### config.mk
export PLATFORM = sky130hd
export DESIGN_NAME = div
export DESIGN_NICKNAME = d
export VERILOG_FILES = /design/src/rtl/div_pkg.sv /design/src/rtl/div_step.sv /design/src/rtl/div.sv
export SDC_FILE = /design/constraint.sdc
export NUM_CORES = 1
export LEC_CHECK = 0
export CORE_MARGIN = 4
export CORE_UTILIZATION = 35
export DETAILED_ROUTE_END_ITERATION = 6
export MAX_ROUTING_LAYER = met4
export PLACE_DENSITY = 0.64
export SYNTH_ARGS = -nofsm -noshare
export SYNTH_HDL_FRONTEND = slang
export SYNTH_SLANG_ARGS = --single-unit
### constraint.sdc
create_clock -name clk -period 5.5 [get_ports clk]
set_clock_uncertainty 0.15 [all_clocks]
set_input_delay 0.825 -clock clk [delete_from_list [all_inputs] [get_ports clk]]
set_output_delay 0.825 -clock clk [all_outputs]
set_load 0.02 [all_outputs]
### src/rtl/div_pkg.sv
// Shared divider definitions: bus widths, handshake levels, FSM state codes
// and the two's complement helper used for the sign handling.
package div_pkg;

    localparam int REG_BUS        = 32;
    localparam int DOUBLE_REG_BUS = 64;

    localparam logic DIV_START            = 1'b1;
    localparam logic DIV_STOP             = 1'b0;
    localparam logic DIV_RESULT_READY     = 1'b1;
    localparam logic DIV_RESULT_NOT_READY = 1'b0;

    localparam logic [5:0] DIV_ITERS = 6'd32;

    typedef enum logic [1:0] {
        DIV_FREE    = 2'b00,
        DIV_BY_ZERO = 2'b01,
        DIV_ON      = 2'b10,
        DIV_END     = 2'b11
    } div_state_e;

    function automatic logic [REG_BUS-1:0] twos_neg(input logic [REG_BUS-1:0] x);
        return ~x + REG_BUS'(1);
    endfunction

endpackage

### src/rtl/div_step.sv
// One restoring-division iteration, purely combinational.
// Work register layout: [64:33] partial remainder, [31:0] quotient bits shifted in from the LSB.
module div_step
    import div_pkg::*;
(
    input  logic [DOUBLE_REG_BUS:0] work_i,
    input  logic [REG_BUS-1:0]      divisor_i,
    output logic [DOUBLE_REG_BUS:0] work_o
);

    logic              fits;
    logic [REG_BUS-1:0] trial;

    // The shifted remainder can need 33 bits; the difference always fits in 32 when taken.
    always_comb begin
        fits  = work_i[DOUBLE_REG_BUS:REG_BUS] >= {1'b0, divisor_i};
        trial = work_i[DOUBLE_REG_BUS-1:REG_BUS] - divisor_i;
        if (fits) begin
            work_o = {trial, work_i[REG_BUS-1:0], 1'b1};
        end else begin
            work_o = {work_i[DOUBLE_REG_BUS-1:0], 1'b0};
        end
    end

endmodule

### src/rtl/div.sv
// Multi-cycle DIV/DIVU: one quotient bit per clock, result valid 33 edges after start (2 for a zero divisor).
// Result and ready are held while start stays high; dropping start or annul aborts an in-flight divide.
module div
    import div_pkg::*;
(
    input  logic                      clk,
    input  logic                      rst,
    input  logic                      signed_div_i,
    input  logic [REG_BUS-1:0]        opdata1_i,
    input  logic [REG_BUS-1:0]        opdata2_i,
    input  logic                      start_i,
    input  logic                      annul_i,
    output logic [DOUBLE_REG_BUS-1:0] result_o,
    output logic                      ready_o
);

    div_state_e                state_q, state_d;
    logic [5:0]                cnt_q, cnt_d;
    logic [DOUBLE_REG_BUS:0]   work_q, work_d, work_step;
    logic [REG_BUS-1:0]        divisor_q, divisor_d;
    logic                      q_neg_q, q_neg_d, r_neg_q, r_neg_d;
    logic [DOUBLE_REG_BUS-1:0] result_q, result_d;
    logic                      ready_q, ready_d;
    logic                      op1_neg, op2_neg;
    logic [REG_BUS-1:0]        quot, rem;

    div_step u_step (
        .work_i    (work_q),
        .divisor_i (divisor_q),
        .work_o    (work_step)
    );

    always_comb begin
        state_d   = state_q;
        cnt_d     = cnt_q;
        work_d    = work_q;
        divisor_d = divisor_q;
        q_neg_d   = q_neg_q;
        r_neg_d   = r_neg_q;
        result_d  = result_q;
        ready_d   = ready_q;

        op1_neg = signed_div_i & opdata1_i[REG_BUS-1];
        op2_neg = signed_div_i & opdata2_i[REG_BUS-1];
        quot    = q_neg_q ? twos_neg(work_q[REG_BUS-1:0]) : work_q[REG_BUS-1:0];
        rem     = r_neg_q ? twos_neg(work_q[DOUBLE_REG_BUS:REG_BUS+1])
                          : work_q[DOUBLE_REG_BUS:REG_BUS+1];

        case (state_q)
            DIV_FREE: begin
                result_d = '0;
                ready_d  = DIV_RESULT_NOT_READY;
                if (start_i == DIV_START && !annul_i) begin
                    if (opdata2_i == '0) begin
                        state_d = DIV_BY_ZERO;
                    end else begin
                        state_d   = DIV_ON;
                        cnt_d     = '0;
                        work_d    = {{REG_BUS{1'b0}},
                                     op1_neg ? twos_neg(opdata1_i) : opdata1_i, 1'b0};
                        divisor_d = op2_neg ? twos_neg(opdata2_i) : opdata2_i;
                        q_neg_d   = op1_neg ^ op2_neg;
                        r_neg_d   = op1_neg;
                    end
                end
            end
            DIV_BY_ZERO: begin
                state_d  = DIV_END;
                result_d = '0;
                ready_d  = DIV_RESULT_NOT_READY;
            end
            DIV_ON: begin
                result_d = '0;
                ready_d  = DIV_RESULT_NOT_READY;
                if (annul_i || start_i == DIV_STOP) begin
                    state_d = DIV_FREE;
                end else if (cnt_q != DIV_ITERS) begin
                    work_d = work_step;
                    cnt_d  = cnt_q + 6'd1;
                end else begin
                    state_d  = DIV_END;
                    cnt_d    = '0;
                    result_d = {rem, quot};
                    ready_d  = DIV_RESULT_READY;
                end
            end
            DIV_END: begin
                // annul is deliberately ignored here; only start releases the result.
                if (start_i == DIV_STOP) begin
                    state_d  = DIV_FREE;
                    result_d = '0;
                    ready_d  = DIV_RESULT_NOT_READY;
                end else begin
                    ready_d = DIV_RESULT_READY;
                end
            end
            default: state_d = DIV_FREE;
        endcase
    end

    always_ff @(posedge clk) begin
        if (!rst) begin
            state_q   <= DIV_FREE;
            cnt_q     <= '0;
            work_q    <= '0;
            divisor_q <= '0;
            q_neg_q   <= 1'b0;
            r_neg_q   <= 1'b0;
            result_q  <= '0;
            ready_q   <= DIV_RESULT_NOT_READY;
        end else begin
            state_q   <= state_d;
            cnt_q     <= cnt_d;
            work_q    <= work_d;
            divisor_q <= divisor_d;
            q_neg_q   <= q_neg_d;
            r_neg_q   <= r_neg_d;
            result_q  <= result_d;
            ready_q   <= ready_d;
        end
    end

    assign result_o = result_q;
    assign ready_o  = ready_q;

endmodule
Yosys cells after proc, flatten, opt, wreduce, memory -nomap -nowiden
Cells that the tools add are included.
{"block": "classes", "addsub": 6, "order_cmp": 1, "eq_ne": 10, "n_mux": 29, "n_bitwise": 9, "n_reduce_logical": 11}
{"op": "2-to-1 mux 65 bit", "count": 5}
{"op": "2-to-1 mux 64 bit", "count": 3}
{"op": "case mux 64 bit (3 select lines)", "count": 1}
{"op": "case mux 65 bit (2 select lines)", "count": 1}
{"op": "adder 32 x 1 -> 32 bit, second input constant", "count": 4}
{"op": "2-to-1 mux 32 bit", "count": 4}
{"op": "NOT 32 bit", "count": 4}
{"op": ">= comparator 33 x 32 -> 1 bit", "count": 1}
{"op": "zero test 32 bit", "count": 1}
{"op": "subtractor 32 bit", "count": 1}
{"op": "2-to-1 mux 6 bit", "count": 4}
{"op": "case mux 6 bit (2 select lines)", "count": 1}
{"op": "2-to-1 mux 2 bit", "count": 5}
{"op": "inequality test 2 bit, second input constant", "count": 5}
{"op": "case mux 2 bit (4 select lines)", "count": 1}
{"op": "adder 6 x 1 -> 6 bit, second input constant", "count": 1}
{"op": "inequality test 6 bit, second input constant", "count": 1}
{"op": "AND reduction 3 bit", "count": 2}
{"op": "AND reduction 5 bit", "count": 1}
{"op": "equality test 2 bit, second input constant", "count": 2}
{"op": "AND reduction 4 bit", "count": 1}
{"op": "2-to-1 mux 1 bit", "count": 3}
{"op": "inequality test 3 bit, second input constant", "count": 1}
{"op": "case mux 1 bit (3 select lines)", "count": 1}
{"op": "10 further kinds", "count": 12}
{"block": "word_totals", "regBits": 172, "inputBits": 69, "out_inout_bits": 65, "elab_cells": 74}

Longest topological paths before layout
Gate-level depths: netlist of the first run.
{"block": "logic_depth", "ltp_word": 6, "mapped_depth": 13, "depth_no_buf": 12}

Cells and area by module
From an unflattened synthesis of the first run, not the netlist that was laid out.
{"block": "hier_totals", "cells_unflattened": 1473, "area_unflattened_um2": 11678.7}
{"module": "div", "n_inst": 1, "cells_per_inst": 1117, "area_each_um2": 9100.0, "seq_area_each_um2": 3443.3}
{"module": "div_step", "n_inst": 1, "cells_per_inst": 356, "area_each_um2": 2578.7, "seq_area_each_um2": 0.0}

Worst setup path before layout of the first run
Ideal clock, no wire load.
{"block": "synth_timing", "path_type": "input to register", "start": "input opdata2_i[8]", "end": "register work_q[42]", "t_arrival_ps": 3040, "slack_ps": 2240, "cell_stages": 11, "cell_sequence": "or4_1 nor3_1 nand3_1 o41ai_4 a21o_1 buf_6 and2_4 buf_8 buf_8 nand2_1 o21ai_1"}
{"block": "synth_via", "elab_chain_len": 3}
{"element": "start: declaration", "line": "div.sv:10", "text": "input logic [REG_BUS-1:0] opdata2_i,"}
{"element": "zero test 32 bit", "line": "div.sv:54", "text": "if (opdata2_i == '0) begin"}
{"element": "inequality test 2 bit (no line)"}
{"element": "AND reduction 5 bit (no line)"}
{"element": "end signal: assignment", "line": "div.sv:114", "text": "work_q <= work_d;"}
{"element": "end: declaration", "line": "div.sv:19", "text": "logic [DOUBLE_REG_BUS:0] work_q, work_d, work_step;"}
No other way between the ends.
A chain may end at the register's enable or synchronous reset.

Worst setup path in the final report of the first run
{"block": "layout_timing", "start": "input opdata2_i[9]", "end": "register work_q[6]"}
The elaborated chain is that of the path after synthesis.

==> results_tabular.tex, run 1 <==
\begin{tabular}{lr}
\hline
Metric & Value \\
\hline
\multicolumn{2}{l}{\textbf{Critical path}} \\
\quad Worst r2r path cells & 9 \\
\quad Endpoint required time on the critical path & 5.67 ns \\
\quad Crit Reg-Reg Startpoint & work\_q[44] \\
\quad Nature of the critical path endpoint & flop \\
\quad Worst reg-to-reg setup slack & 1.61 ns \\
\quad Critical path startpoint category & input port \\
\quad Worst EP arrival & 4.06 ns \\
\quad Peak fanout along the critical path & 54 \\
\quad Worst setup path class & in2reg \\
\quad Reg2Reg Capture Point & work\_q[64] \\
\multicolumn{2}{l}{\textbf{Timing}} \\
\quad Unrepaired setup endpoints after global routing & false \\
\quad Final critical-path required period & 3.90 ns \\
\quad Setup TNS & 0 ns \\
\quad Final-report max-slew violation count & 0 \\
\quad Total setup violations reported at the end of the flow & 0 \\
\quad Hold violation total from the final report & 0 \\
\quad Fmax & 257 MHz \\
\quad Slew HR & 23.6\% \\
\quad Least-Margin Pin Slew & 1.15 ns \\
\quad Tcrit/Tclk final & 70.9\% \\
\multicolumn{2}{l}{\textbf{Route}} \\
\quad Vias per cell & 5.38 \\
\quad Violation count after the first detailed-routing iteration & 734 \\
\quad Number of nets with antenna violations after routing & 0 \\
\quad Vias post-DR & 10200 \\
\quad WL/cell & 16.5 um \\
\quad DR DRC count & 0 \\
\quad Total length of routed wires & 31100 um \\
\quad Number of iterations in the first detailed-routing pass & 5 \\
\multicolumn{2}{l}{\textbf{Clock tree}} \\
\quad Post-cts resize count & 0 \\
\quad Cts bufs inserted & 17 \\
\quad Clk Latency, worst-skew pair & 0.43 ns \\
\quad Clock sink count & 172 \\
\quad H-tree depth & 4 \\
\quad Bufs on Longest Clock Path & 2 \\
\quad Clock tree from TritonCTS & built \\
\quad Clock slew at the register clock pins of the worst setup and hold paths & 0.06 ns \\
\quad Cell at the root of the clock tree & clkbuf\_16 \\
\quad Hold buffers post-CTS & 0 \\
\quad Setup fix buffers added after clock tree synthesis & 0 \\
\multicolumn{2}{l}{\textbf{Place}} \\
\quad Routability congestion estimate & 0.936 \\
\quad DP HPWL & 23400 um \\
\quad Area post-placement & 12800 um\^{}2 \\
\quad Count of buffers from port buffering & 133 \\
\multicolumn{2}{l}{\textbf{Yosys}} \\
\quad Cell count after synthesis & 1403 \\
\quad Most frequent cell after synthesis & dfxtp\_1 \\
\quad Number of synthesized flops with an enable pin & 0 \\
\quad Count of unique library cells instantiated by Yosys & 72 \\
\quad Top post-synthesis cells by area & dfxtp\_1 31\%, xnor2\_1 6.8\%, nand2\_1 5.3\% \\
\quad Netlist area before placement & 11200 um\^{}2 \\
\quad Yosys reg bits & 172 \\
\quad Register area share after synthesis & 30.6\% \\
\quad Fraction of post-synthesis cell area in the top cell type by area & 30.6\% \\
\quad Synthesized area per cell & 8.02 um\^{}2 \\
\quad Top FF cell, synth & dfxtp\_1 \\
\quad Net count of the mapped netlist & 1511 \\
\quad Ranking of synthesized cells by instance count & 172 x dfxtp\_1, 158 x nand2\_1, 96 x o21ai\_0 \\
\quad Total of warnings raised by yosys & 0 \\
\quad Cell taking the most area after synthesis & dfxtp\_1 \\
\quad Share of flip-flops with an asynchronous set or reset after synthesis & 0\% \\
\multicolumn{2}{l}{\textbf{GRT}} \\
\quad Maximum number of pins on one net before global-route repair & 76 \\
\quad Antenna violations before repair & 2 \\
\quad Global-route wire length before repair & 50700 um \\
\quad GRT Total Usage & 17.8\% \\
\quad Overflow after GRT & 0 \\
\quad Number of global-route vias before repair & 9603 \\
\multicolumn{2}{l}{\textbf{Pwr}} \\
\quad Combinational share of power & 18.5\% \\
\quad Internal Pwr Total & 2.23 mW \\
\quad P per Cell Area & 233 nW/um\^{}2 \\
\quad Maximum ir drop on the vdd rail & 182 uV \\
\quad Leakage & 5.15 nW \\
\quad Switching power of the nets & 872 uW \\
\quad Power share of the clock group & 38.9\% \\
\quad Sequential fraction of design power & 42.6\% \\
\quad Switching share of power & 28.1\% \\
\multicolumn{2}{l}{\textbf{Floorplan}} \\
\quad Num ports & 134 \\
\quad Y dimension of the die & 187 um \\
\quad Overall die area & 35100 um\^{}2 \\
\quad Total number of placement rows & 65 \\
\quad Area of the core region & 31600 um\^{}2 \\
\quad Starting density of the core & 35.6\% \\
\quad Die extent in x & 187 um \\
\multicolumn{2}{l}{\textbf{Min path}} \\
\quad Cells on Worst Hold Path & 2 \\
\quad Worst min-delay path startpoint & result\_o[63] \\
\quad Type of the tightest min-delay check & reg2reg \\
\quad Hold path endpoint & result\_o[63] \\
\multicolumn{2}{l}{\textbf{Job}} \\
\quad Max-cap viol count & 0 \\
\multicolumn{2}{l}{\textbf{Cells and area}} \\
\quad Total number of nets in the final design & 1582 \\
\quad Area delta synth->final & 18.6\% \\
\quad Area of all placed cells without fillers & 13300 um\^{}2 \\
\quad Layout cells sized above 1 & 4.17\% \\
\multicolumn{2}{l}{\textbf{Run status}} \\
\quad Outcome & completed \\
\hline
\end{tabular}
## worst max-delay path, stage by stage
cell             delay (ns)
clkdlybuf4s50_1        0.48
or4_1                  0.58
nor3_1                 0.23
nand3_1                0.38
o41ai_4                0.61
a21o_1                 0.16
buf_4                  0.44
a211oi_1               0.10
a21oi_1                0.17
nor2b_1                0.06
## metrics by stage
step                util (%)  power, mW  hold WS, ns  setup WS, ns  cells
floorplan                  -       1.75        0.312          2.24   1403
global placement        40.3       1.91        0.288          1.30   1857
detailed placement      40.3       1.92        0.295          1.19   1857
CTS                     42.1       3.12        0.310          1.62   1889
global route            42.1       3.24        0.335          1.33   1890
finish                  42.1       3.10        0.303          1.60   1890
## cell type report
cell class / instances / area (um^2)
Antenna cell: 1 / 2.50
Clock buffer: 23 / 468
Clock inverter: 9 / 113
Fill cell: 3175 / 18300
Inverter: 56 / 210
Multi-Input combinational cell: 1087 / 7210
Sequential cell: 172 / 3440
Tap cell: 402 / 503
Timing Repair Buffer: 140 / 1380
## state kept, by name, summed over array words and instances (netlist names)
signal	count
work_q	65
result_o	64
divisor_q	32
cnt_q	6
state_q	2
q_neg_q	1
r_neg_q	1
ready_o	1
## layer usage
layer	GRT usage, %	wire [um]
met1	24.2	15200
met5	-	0
met2	27.7	14000
met3	2.61	1470
met4	4.95	531
## kinds of logic after synthesis
group	count (synthesis)	share of synthesized area [%]
mux	26	2.31
xor+xnor	149	11.6
simple gates	456	20.6
fa+ha+maj	39	4.41
buf+inv	144	5.37
flops	172	30.6
compound gates	417	25.1
## worst max-delay path by stage
stage                 start    endpoint  cells past startpoint
2_1_floorplan  opdata2_i[8]  work_q[42]                     11
3_3_place_gp   opdata2_i[9]   work_q[2]                     10
3_5_place_dp   opdata2_i[2]   work_q[6]                     10
4_1_cts        opdata2_i[2]  work_q[23]                     10
5_1_grt        opdata2_i[2]   work_q[8]                     10
6_report       opdata2_i[9]   work_q[6]                     10
## power groups by stage
stage | clock, mW | combinational, mW | sequential [mW]
floorplan | 0 | 0.416 | 1.33
global placement | 0 | 0.567 | 1.34
detailed placement | 0 | 0.569 | 1.35
CTS | 1.23 | 0.573 | 1.32
global route | 1.28 | 0.636 | 1.32
finish | 1.21 | 0.574 | 1.32
## placed cells by master, fill, tap and decap left out, types with 4 or more instances in the layout
master / n
or3_1: 11
clkbuf_16: 17
a31oi_1: 6
and3_1: 7
clkbuf_1: 4
xnor2_1: 87
o21ai_1: 23
xor2_1: 62
clkdlybuf4s50_1: 132
a21o_1: 19
o41ai_1: 12
nor3_1: 17
o21bai_1: 7
nand2_1: 158
nor2b_1: 76
and2_1: 10
nand2b_1: 8
o2bb2a_1: 4
nand3_1: 30
nor2_1: 76
nand4_1: 13
clkinvlp_4: 4
o21a_1: 6
dfxtp_1: 172
nor4_1: 11
o211a_1: 31
or4_1: 15
a22oi_1: 44
a211oi_1: 25
o31ai_1: 32
buf_4: 8
mux2i_1: 26
inv_1: 56
a21oi_1: 73
o211ai_1: 12
o21ai_0: 96
ha_1: 38
or3_4: 4
Note: power is estimated with default switching activity, not from simulation.
==> run 2, diff against run 1 <==
- clock period: 5.5 -> 3.99 ns (I/O delays scaled with it)
==> results_tabular.tex, run 2 (synthesis gave the netlist of run 1 again) <==
\begin{tabular}{lr}
\hline
Metric & Value \\
\hline
\multicolumn{2}{l}{\textbf{Route}} \\
\quad Violation count after the first detailed-routing iteration & 694 (was 734) \\
\quad Vias post-DR & 10300 (was 10200) \\
\quad DR DRC count & 0 (unchanged) \\
\quad WL/cell & 16.4 um (was 16.5 um) \\
\quad Number of nets with antenna violations after routing & 0 (unchanged) \\
\quad Number of iterations in the first detailed-routing pass & 5 (unchanged) \\
\quad Total length of routed wires & 31300 um (was 31100 um) \\
\quad Vias per cell & 5.37 (was 5.38) \\
\multicolumn{2}{l}{\textbf{Clock tree}} \\
\quad Cell at the root of the clock tree & clkbuf\_16 (unchanged) \\
\quad Clock tree from TritonCTS & built (unchanged) \\
\quad Hold buffers post-CTS & 0 (unchanged) \\
\quad H-tree depth & 4 (unchanged) \\
\quad Setup fix buffers added after clock tree synthesis & 0 (unchanged) \\
\quad Clock slew at the register clock pins of the worst setup and hold paths & 0.08 ns (was 0.06 ns) \\
\quad Cts bufs inserted & 17 (unchanged) \\
\quad Clock sink count & 172 (unchanged) \\
\quad Clk Latency, worst-skew pair & 0.44 ns (was 0.43 ns) \\
\quad Bufs on Longest Clock Path & 2 (unchanged) \\
\quad Post-cts resize count & 0 (unchanged) \\
\multicolumn{2}{l}{\textbf{Cells and area}} \\
\quad Commonest non-fill, non-tap cells in the layout & 172 x dfxtp\_1, 158 x nand2\_1, 132 x clkdlybuf4s50\_1, 96 x o21ai\_0, 87 x xnor2\_1 (unchanged) \\
\quad Area delta synth->final & 20.1\% (was 18.6\%) \\
\quad Layout cells sized above 1 & 5.77\% (was 4.17\%) \\
\quad Most common cell after layout, fill and taps aside & dfxtp\_1 (unchanged) \\
\quad Register containing the most flip-flops in the final layout & work\_q (unchanged) \\
\quad FILL cells & 3172 (was 3175) \\
\quad Largest register FFs & 65 (unchanged) \\
\quad Total number of nets in the final design & 1603 (was 1582) \\
\multicolumn{2}{l}{\textbf{Timing}} \\
\quad Unrepaired setup endpoints after global routing & false (unchanged) \\
\quad Final-report max-slew violation count & 0 (unchanged) \\
\quad Total setup violations reported at the end of the flow & 0 (unchanged) \\
\quad Tcrit/Tclk final & 85.5\% \\
\quad Setup TNS & 0 ns (unchanged) \\
\quad Final critical-path required period & 3.41 ns \\
\quad Least-Margin Pin Slew & 0.869 ns (was 1.15 ns) \\
\quad Fmax & 293 MHz \\
\quad Slew HR & 42.0\% (was 23.6\%) \\
\quad Hold violation total from the final report & 0 (unchanged) \\
\multicolumn{2}{l}{\textbf{Pwr}} \\
\quad Power share of the clock group & 38.4\% (was 38.9\%) \\
\quad Sequential fraction of design power & 42.8\% (was 42.6\%) \\
\quad Maximum ir drop on the vdd rail & 262 uV (was 182 uV) \\
\quad Internal Pwr Total & 2.96 mW (was 2.23 mW) \\
\quad Total power & 4.25 mW (was 3.10 mW) \\
\quad Combinational share of power & 18.9\% (was 18.5\%) \\
\quad Switching power of the nets & 1.30 mW (was 872 uW) \\
\quad P per Cell Area & 315 nW/um\^{}2 (was 233 nW/um\^{}2) \\
\quad Switching share of power & 30.5\% (was 28.1\%) \\
\quad Leakage & 5.28 nW (was 5.15 nW) \\
\multicolumn{2}{l}{\textbf{Min path}} \\
\quad Cells on Worst Hold Path & 2 (unchanged) \\
\quad Hold path endpoint & result\_o[63] (unchanged) \\
\quad Type of the tightest min-delay check & reg2reg (unchanged) \\
\quad Worst min-delay path startpoint & result\_o[63] (unchanged) \\
\multicolumn{2}{l}{\textbf{Critical path}} \\
\quad Most repeated library cell on the critical path & o21ai\_0 \\
\quad Worst reg-to-reg setup slack & 0.58 ns (was 1.61 ns) \\
\quad Worst r2r path cells & 12 (was 9) \\
\quad Worst setup path class & reg2reg (was in2reg) \\
\quad Worst EP arrival & 3.62 ns (was 4.06 ns) \\
\quad Peak fanout along the critical path & 4 (was 54) \\
\quad Cell chain of the critical path & inv\_1 -> ha\_1 -> inv\_1 -> fa\_1 -> a211oi\_1 -> o21ai\_0 -> a31oi\_1 -> a21oi\_1 -> o21ai\_0 -> o21ai\_0 -> xnor2\_1 -> o21ai\_0 (was clkdlybuf4s50\_1 -> or4\_1 -> nor3\_1 -> nand3\_1 -> o41ai\_4 -> a21o\_1 -> buf\_4 -> a211oi\_1 -> a21oi\_1 -> nor2b\_1) \\
\quad Reg2Reg Capture Point & work\_q[63] (was work\_q[64]) \\
\quad Standard cell with the maximum stage delay on the critical path & o21ai\_0 (was o41ai\_4) \\
\quad Endpoint required time on the critical path & 4.20 ns (was 5.67 ns) \\
\quad Nature of the critical path endpoint & flop (unchanged) \\
\quad Crit Reg-Reg Startpoint & work\_q[32] (was work\_q[44]) \\
\quad Critical path startpoint category & flop (was input port) \\
\quad Delay of the slowest critical-path stage & 0.43 ns (was 0.61 ns) \\
\multicolumn{2}{l}{\textbf{Place}} \\
\quad DP HPWL & 24000 um (was 23400 um) \\
\quad Routability congestion estimate & 0.895 (was 0.936) \\
\quad Count of buffers from port buffering & 133 (unchanged) \\
\multicolumn{2}{l}{\textbf{Floorplan}} \\
\quad Starting density of the core & 35.6\% (unchanged) \\
\quad Y dimension of the die & 187 um (unchanged) \\
\quad Num ports & 134 (unchanged) \\
\quad Total number of placement rows & 65 (unchanged) \\
\quad Overall die area & 35100 um\^{}2 (unchanged) \\
\quad Area of the core region & 31600 um\^{}2 (unchanged) \\
\quad Die extent in x & 187 um (unchanged) \\
\multicolumn{2}{l}{\textbf{Run status}} \\
\quad Outcome & completed (unchanged) \\
\multicolumn{2}{l}{\textbf{GRT}} \\
\quad Maximum number of pins on one net before global-route repair & 80 (was 76) \\
\quad Number of global-route vias before repair & 9626 (was 9603) \\
\quad GRT Total Usage & 17.8\% (about the same) \\
\quad Overflow after GRT & 0 (unchanged) \\
\quad Antenna violations before repair & 1 (was 2) \\
\quad Global-route wire length before repair & 50200 um (was 50700 um) \\
\multicolumn{2}{l}{\textbf{Job}} \\
\quad Max-cap viol count & 0 (unchanged) \\
\hline
\end{tabular}
## run 2: changes by cell type in the layout (fill, tap and decap cells not counted), moves of 2 or more
cell,change
buf_12,+2
clkbuf_1,-4
clkinvlp_4,-3
inv_8,+4
inv_6,+6
clkbuf_8,-2
bufinv_16,-2
buf_4,+19
## run 2: worst max-delay path, delay by kind of cell (launching register included)
family	cells	cell delay, ns
compound gates	7	1.94
xor+xnor	1	0.15
fa+ha+maj	2	0.59
buf+inv	2	0.16
flops	1	0.35
## run 2: layout make-up
type / instances / area [um^2] / area share (%)
Sequential cell: 172 / 3440 / 25.5
Tap cell: 402 / 503 / 3.72
Inverter: 56 / 210 / 1.56
Clock inverter: 15 / 148 / 1.09
Multi-Input combinational cell: 1087 / 7210 / 53.4
Antenna cell: 1 / 2.50 / 0.0185
Clock buffer: 17 / 425 / 3.15
Timing Repair Buffer: 161 / 1560 / 11.6
## run 2: per-stage QoR
stage / util (%) / hold WS (ns) / cells / cell area (um^2) / setup slack (ns)
finish: 42.7 / 0.298 / 1911 / 13500 / 0.579
floorplan: - / 0.312 / 1403 / 11200 / 0.826
global placement: 40.9 / 0.287 / 1878 / 12900 / 0.354
detailed placement: 40.9 / 0.292 / 1878 / 12900 / 0.263
CTS: 42.7 / 0.302 / 1910 / 13500 / 0.591
global route: 42.7 / 0.343 / 1911 / 13500 / 0.326
## run 2: power by group through the flow
stage	clock network, mW	logic (mW)	registers (mW)
finish	1.63	0.802	1.82
global route	1.74	0.886	1.83
CTS	1.67	0.801	1.82
detailed placement	0	0.799	1.86
global placement	0	0.791	1.86
floorplan	0	0.574	1.84
## run 2: worst max-delay path by stage
stage / startpoint / to / slack (ns)
after global routing: work_q[32] / work_q[57] / 0.33
after global placement: opdata2_i[14] / work_q[40] / 0.35
after floorplan: work_q[57] / work_q[37] / 0.83
final: work_q[32] / work_q[63] / 0.58
after detailed placement: opdata2_i[14] / work_q[40] / 0.26
after CTS: work_q[32] / work_q[63] / 0.59
## run 2: routing by layer
layer	up-vias	share of wire, %	routed length (um)	GRT usage (%)
met2	240	45	14100	28.0
met4	0	2.3	704	5.55
li1	5199	-	-	-
met5	-	0	0	-
met1	4787	48	15000	23.9
met3	35	4.5	1420	2.50
==> run 3, diff against run 2 <==
- CELL_PAD_IN_SITES_DETAIL_PLACEMENT: not set -> 2
- CELL_PAD_IN_SITES_GLOBAL_PLACEMENT: not set -> 2
- CORE_UTILIZATION: 35 -> 34
- PLACE_DENSITY: 0.64 -> 0.91
==> results_tabular.tex, run 3 (synthesis gave the netlist of run 1 again) <==
\begin{tabular}{lr}
\hline
Metric & Value \\
\hline
\multicolumn{2}{l}{\textbf{Run status}} \\
\quad Outcome & completed (unchanged) \\
\multicolumn{2}{l}{\textbf{Clock tree}} \\
\quad Hold buffers post-CTS & 0 (unchanged) \\
\quad Cts bufs inserted & 17 (unchanged) \\
\quad Clock sink count & 172 (unchanged) \\
\quad Setup fix buffers added after clock tree synthesis & 0 (unchanged) \\
\quad H-tree depth & 4 (unchanged) \\
\quad Cell at the root of the clock tree & clkbuf\_16 (unchanged) \\
\quad Clock tree from TritonCTS & built (unchanged) \\
\quad Bufs on Longest Clock Path & 2 (unchanged) \\
\quad Clock slew at the register clock pins of the worst setup and hold paths & 0.08 ns (about the same) \\
\quad Clk Latency, worst-skew pair & 0.47 ns (was 0.44 ns) \\
\quad Post-cts resize count & 0 (unchanged) \\
\multicolumn{2}{l}{\textbf{Cells and area}} \\
\quad Final core utilization & 42.0\% (was 42.7\%) \\
\quad Commonest non-fill, non-tap cells in the layout & 172 x dfxtp\_1, 158 x nand2\_1, 132 x clkdlybuf4s50\_1, 96 x o21ai\_0, 87 x xnor2\_1 (unchanged) \\
\quad Register containing the most flip-flops in the final layout & work\_q (unchanged) \\
\quad Most common cell after layout, fill and taps aside & dfxtp\_1 (unchanged) \\
\quad Area delta synth->final & 21.8\% (was 20.1\%) \\
\quad Layout cells sized above 1 & 6.58\% (was 5.77\%) \\
\quad Multi-input gate area & 7210 um\^{}2 (about the same) \\
\quad Largest register FFs & 65 (unchanged) \\
\quad Total number of nets in the final design & 1615 (was 1603) \\
\quad FILL cells & 3641 (was 3172) \\
\quad Seq. cell area & 3440 um\^{}2 (unchanged) \\
\multicolumn{2}{l}{\textbf{GRT}} \\
\quad Maximum number of pins on one net before global-route repair & 79 (was 80) \\
\quad Antenna violations before repair & 6 (was 1) \\
\quad GRT Total Usage & 25.8\% (was 17.8\%) \\
\quad Global-route wire length before repair & 71600 um (was 50200 um) \\
\quad Number of global-route vias before repair & 12300 (was 9626) \\
\quad Overflow after GRT & 0 (unchanged) \\
\multicolumn{2}{l}{\textbf{Critical path}} \\
\quad Peak fanout along the critical path & 27 (was 4) \\
\quad Worst EP arrival & 3.86 ns (was 3.62 ns) \\
\quad Critical path startpoint category & flop (unchanged) \\
\quad Nature of the critical path endpoint & flop (unchanged) \\
\quad Endpoint required time on the critical path & 4.18 ns (was 4.20 ns) \\
\quad Worst setup path class & reg2reg (unchanged) \\
\multicolumn{2}{l}{\textbf{Min path}} \\
\quad Type of the tightest min-delay check & reg2reg (unchanged) \\
\multicolumn{2}{l}{\textbf{Timing}} \\
\quad Unrepaired setup endpoints after global routing & false (unchanged) \\
\quad Final-report max-slew violation count & 0 (unchanged) \\
\quad Tcrit/Tclk final & 91.9\% (was 85.5\%) \\
\quad Least-Margin Pin Slew & 1.09 ns (was 0.869 ns) \\
\quad Slew HR & 27.3\% (was 42.0\%) \\
\quad Final-layout worst hold slack & 0.322 ns (was 0.298 ns) \\
\quad Fmax & 273 MHz (was 293 MHz) \\
\quad Final critical-path required period & 3.67 ns (was 3.41 ns) \\
\quad Setup TNS & 0 ns (unchanged) \\
\quad Hold violation total from the final report & 0 (unchanged) \\
\quad Total setup violations reported at the end of the flow & 0 (unchanged) \\
\multicolumn{2}{l}{\textbf{Place}} \\
\quad Routability congestion estimate & 0.866 (was 0.895) \\
\quad Count of buffers from port buffering & 133 (unchanged) \\
\quad DP HPWL & 32700 um (was 24000 um) \\
\multicolumn{2}{l}{\textbf{Route}} \\
\quad DR DRC count & 0 (unchanged) \\
\quad Number of nets with antenna violations after routing & 0 (unchanged) \\
\quad Vias post-DR & 11300 (was 10300) \\
\quad Total length of routed wires & 46700 um (was 31300 um) \\
\quad Violation count after the first detailed-routing iteration & 707 (was 694) \\
\quad WL/cell & 23.7 um (was 16.4 um) \\
\quad Number of iterations in the first detailed-routing pass & 6 (was 5) \\
\quad Vias per cell & 5.73 (was 5.37) \\
\multicolumn{2}{l}{\textbf{Floorplan}} \\
\quad Die extent in x & 190 um (was 187 um) \\
\quad Starting density of the core & 34.5\% (was 35.6\%) \\
\quad Total number of placement rows & 66 (was 65) \\
\quad Num ports & 134 (unchanged) \\
\quad Y dimension of the die & 190 um (was 187 um) \\
\quad Overall die area & 36100 um\^{}2 (was 35100 um\^{}2) \\
\quad Area of the core region & 32600 um\^{}2 (was 31600 um\^{}2) \\
\multicolumn{2}{l}{\textbf{Pwr}} \\
\quad Leakage & 5.36 nW (was 5.28 nW) \\
\quad P per Cell Area & 330 nW/um\^{}2 (was 315 nW/um\^{}2) \\
\quad Maximum ir drop on the vdd rail & 330 uV (was 262 uV) \\
\multicolumn{2}{l}{\textbf{Job}} \\
\quad Max-cap viol count & 0 (unchanged) \\
\hline
\end{tabular}
==> run 3: final cells by class <==
cell class	count	area share [%]
antenna	6	0.110
clock buffer	17	3.11
clock inverter	15	1.31
inverter	56	1.53
multi-input combinational	1087	52.7
sequential	172	25.1
tap	442	4.04
timing repair buffer	173	12.1
==> run 3: stage by stage <==
stage / cells / area, um^2 / power, mW / worst slack (ns)
after floorplan: 1403 / 11200 / 2.41 / 0.826
after global placement: 1930 / 13100 / 2.66 / 0.354
after detailed placement: 1930 / 13100 / 2.72 / 0.165
after CTS: 1962 / 13700 / 4.53 / 0.406
after global routing: 1968 / 13700 / 4.70 / 0.125
final: 1968 / 13700 / 4.52 / 0.322
==> run 3: final timing paths <==
check	endpoint	slack (ns)	start	cells past startpoint
max reg2reg	work_q[56]	0.32	divisor_q[12]	11
min	result_o[63]	0.32	result_o[63]	2
min reg2reg	result_o[63]	0.32	result_o[63]	2
max	work_q[56]	0.32	divisor_q[12]	11
==> run 3: worst max-delay path: stages (launching register included) <==
cell	delay, ns
dfxtp_1	0.39
inv_1	0.13
ha_1	0.50
nand4_1	0.26
nor4_1	0.52
a41o_1	0.25
a31o_2	0.11
o41ai_1	0.07
o21ba_2	0.54
buf_12	0.26
mux2i_1	0.25
o21ai_1	0.09
==> run 3: where the power goes <==
group,total (mW),leakage (nW),internal [mW],switching [mW]
clock network,1.79,0.297,0.951,0.842
logic,0.895,3.66,0.359,0.536
registers,1.83,1.39,1.76,0.0650
total,4.52,5.36,3.07,1.44
==> run 3: layer usage <==
layer  share of wire, %  global-route usage [%]  vias up
met5                  0                       -        -
met4                3.2                    9.38        0
met3                3.5                    4.33       89
met2                 51                    44.6      274
met1                 43                    30.1     5705
li1                   -                       -     5209
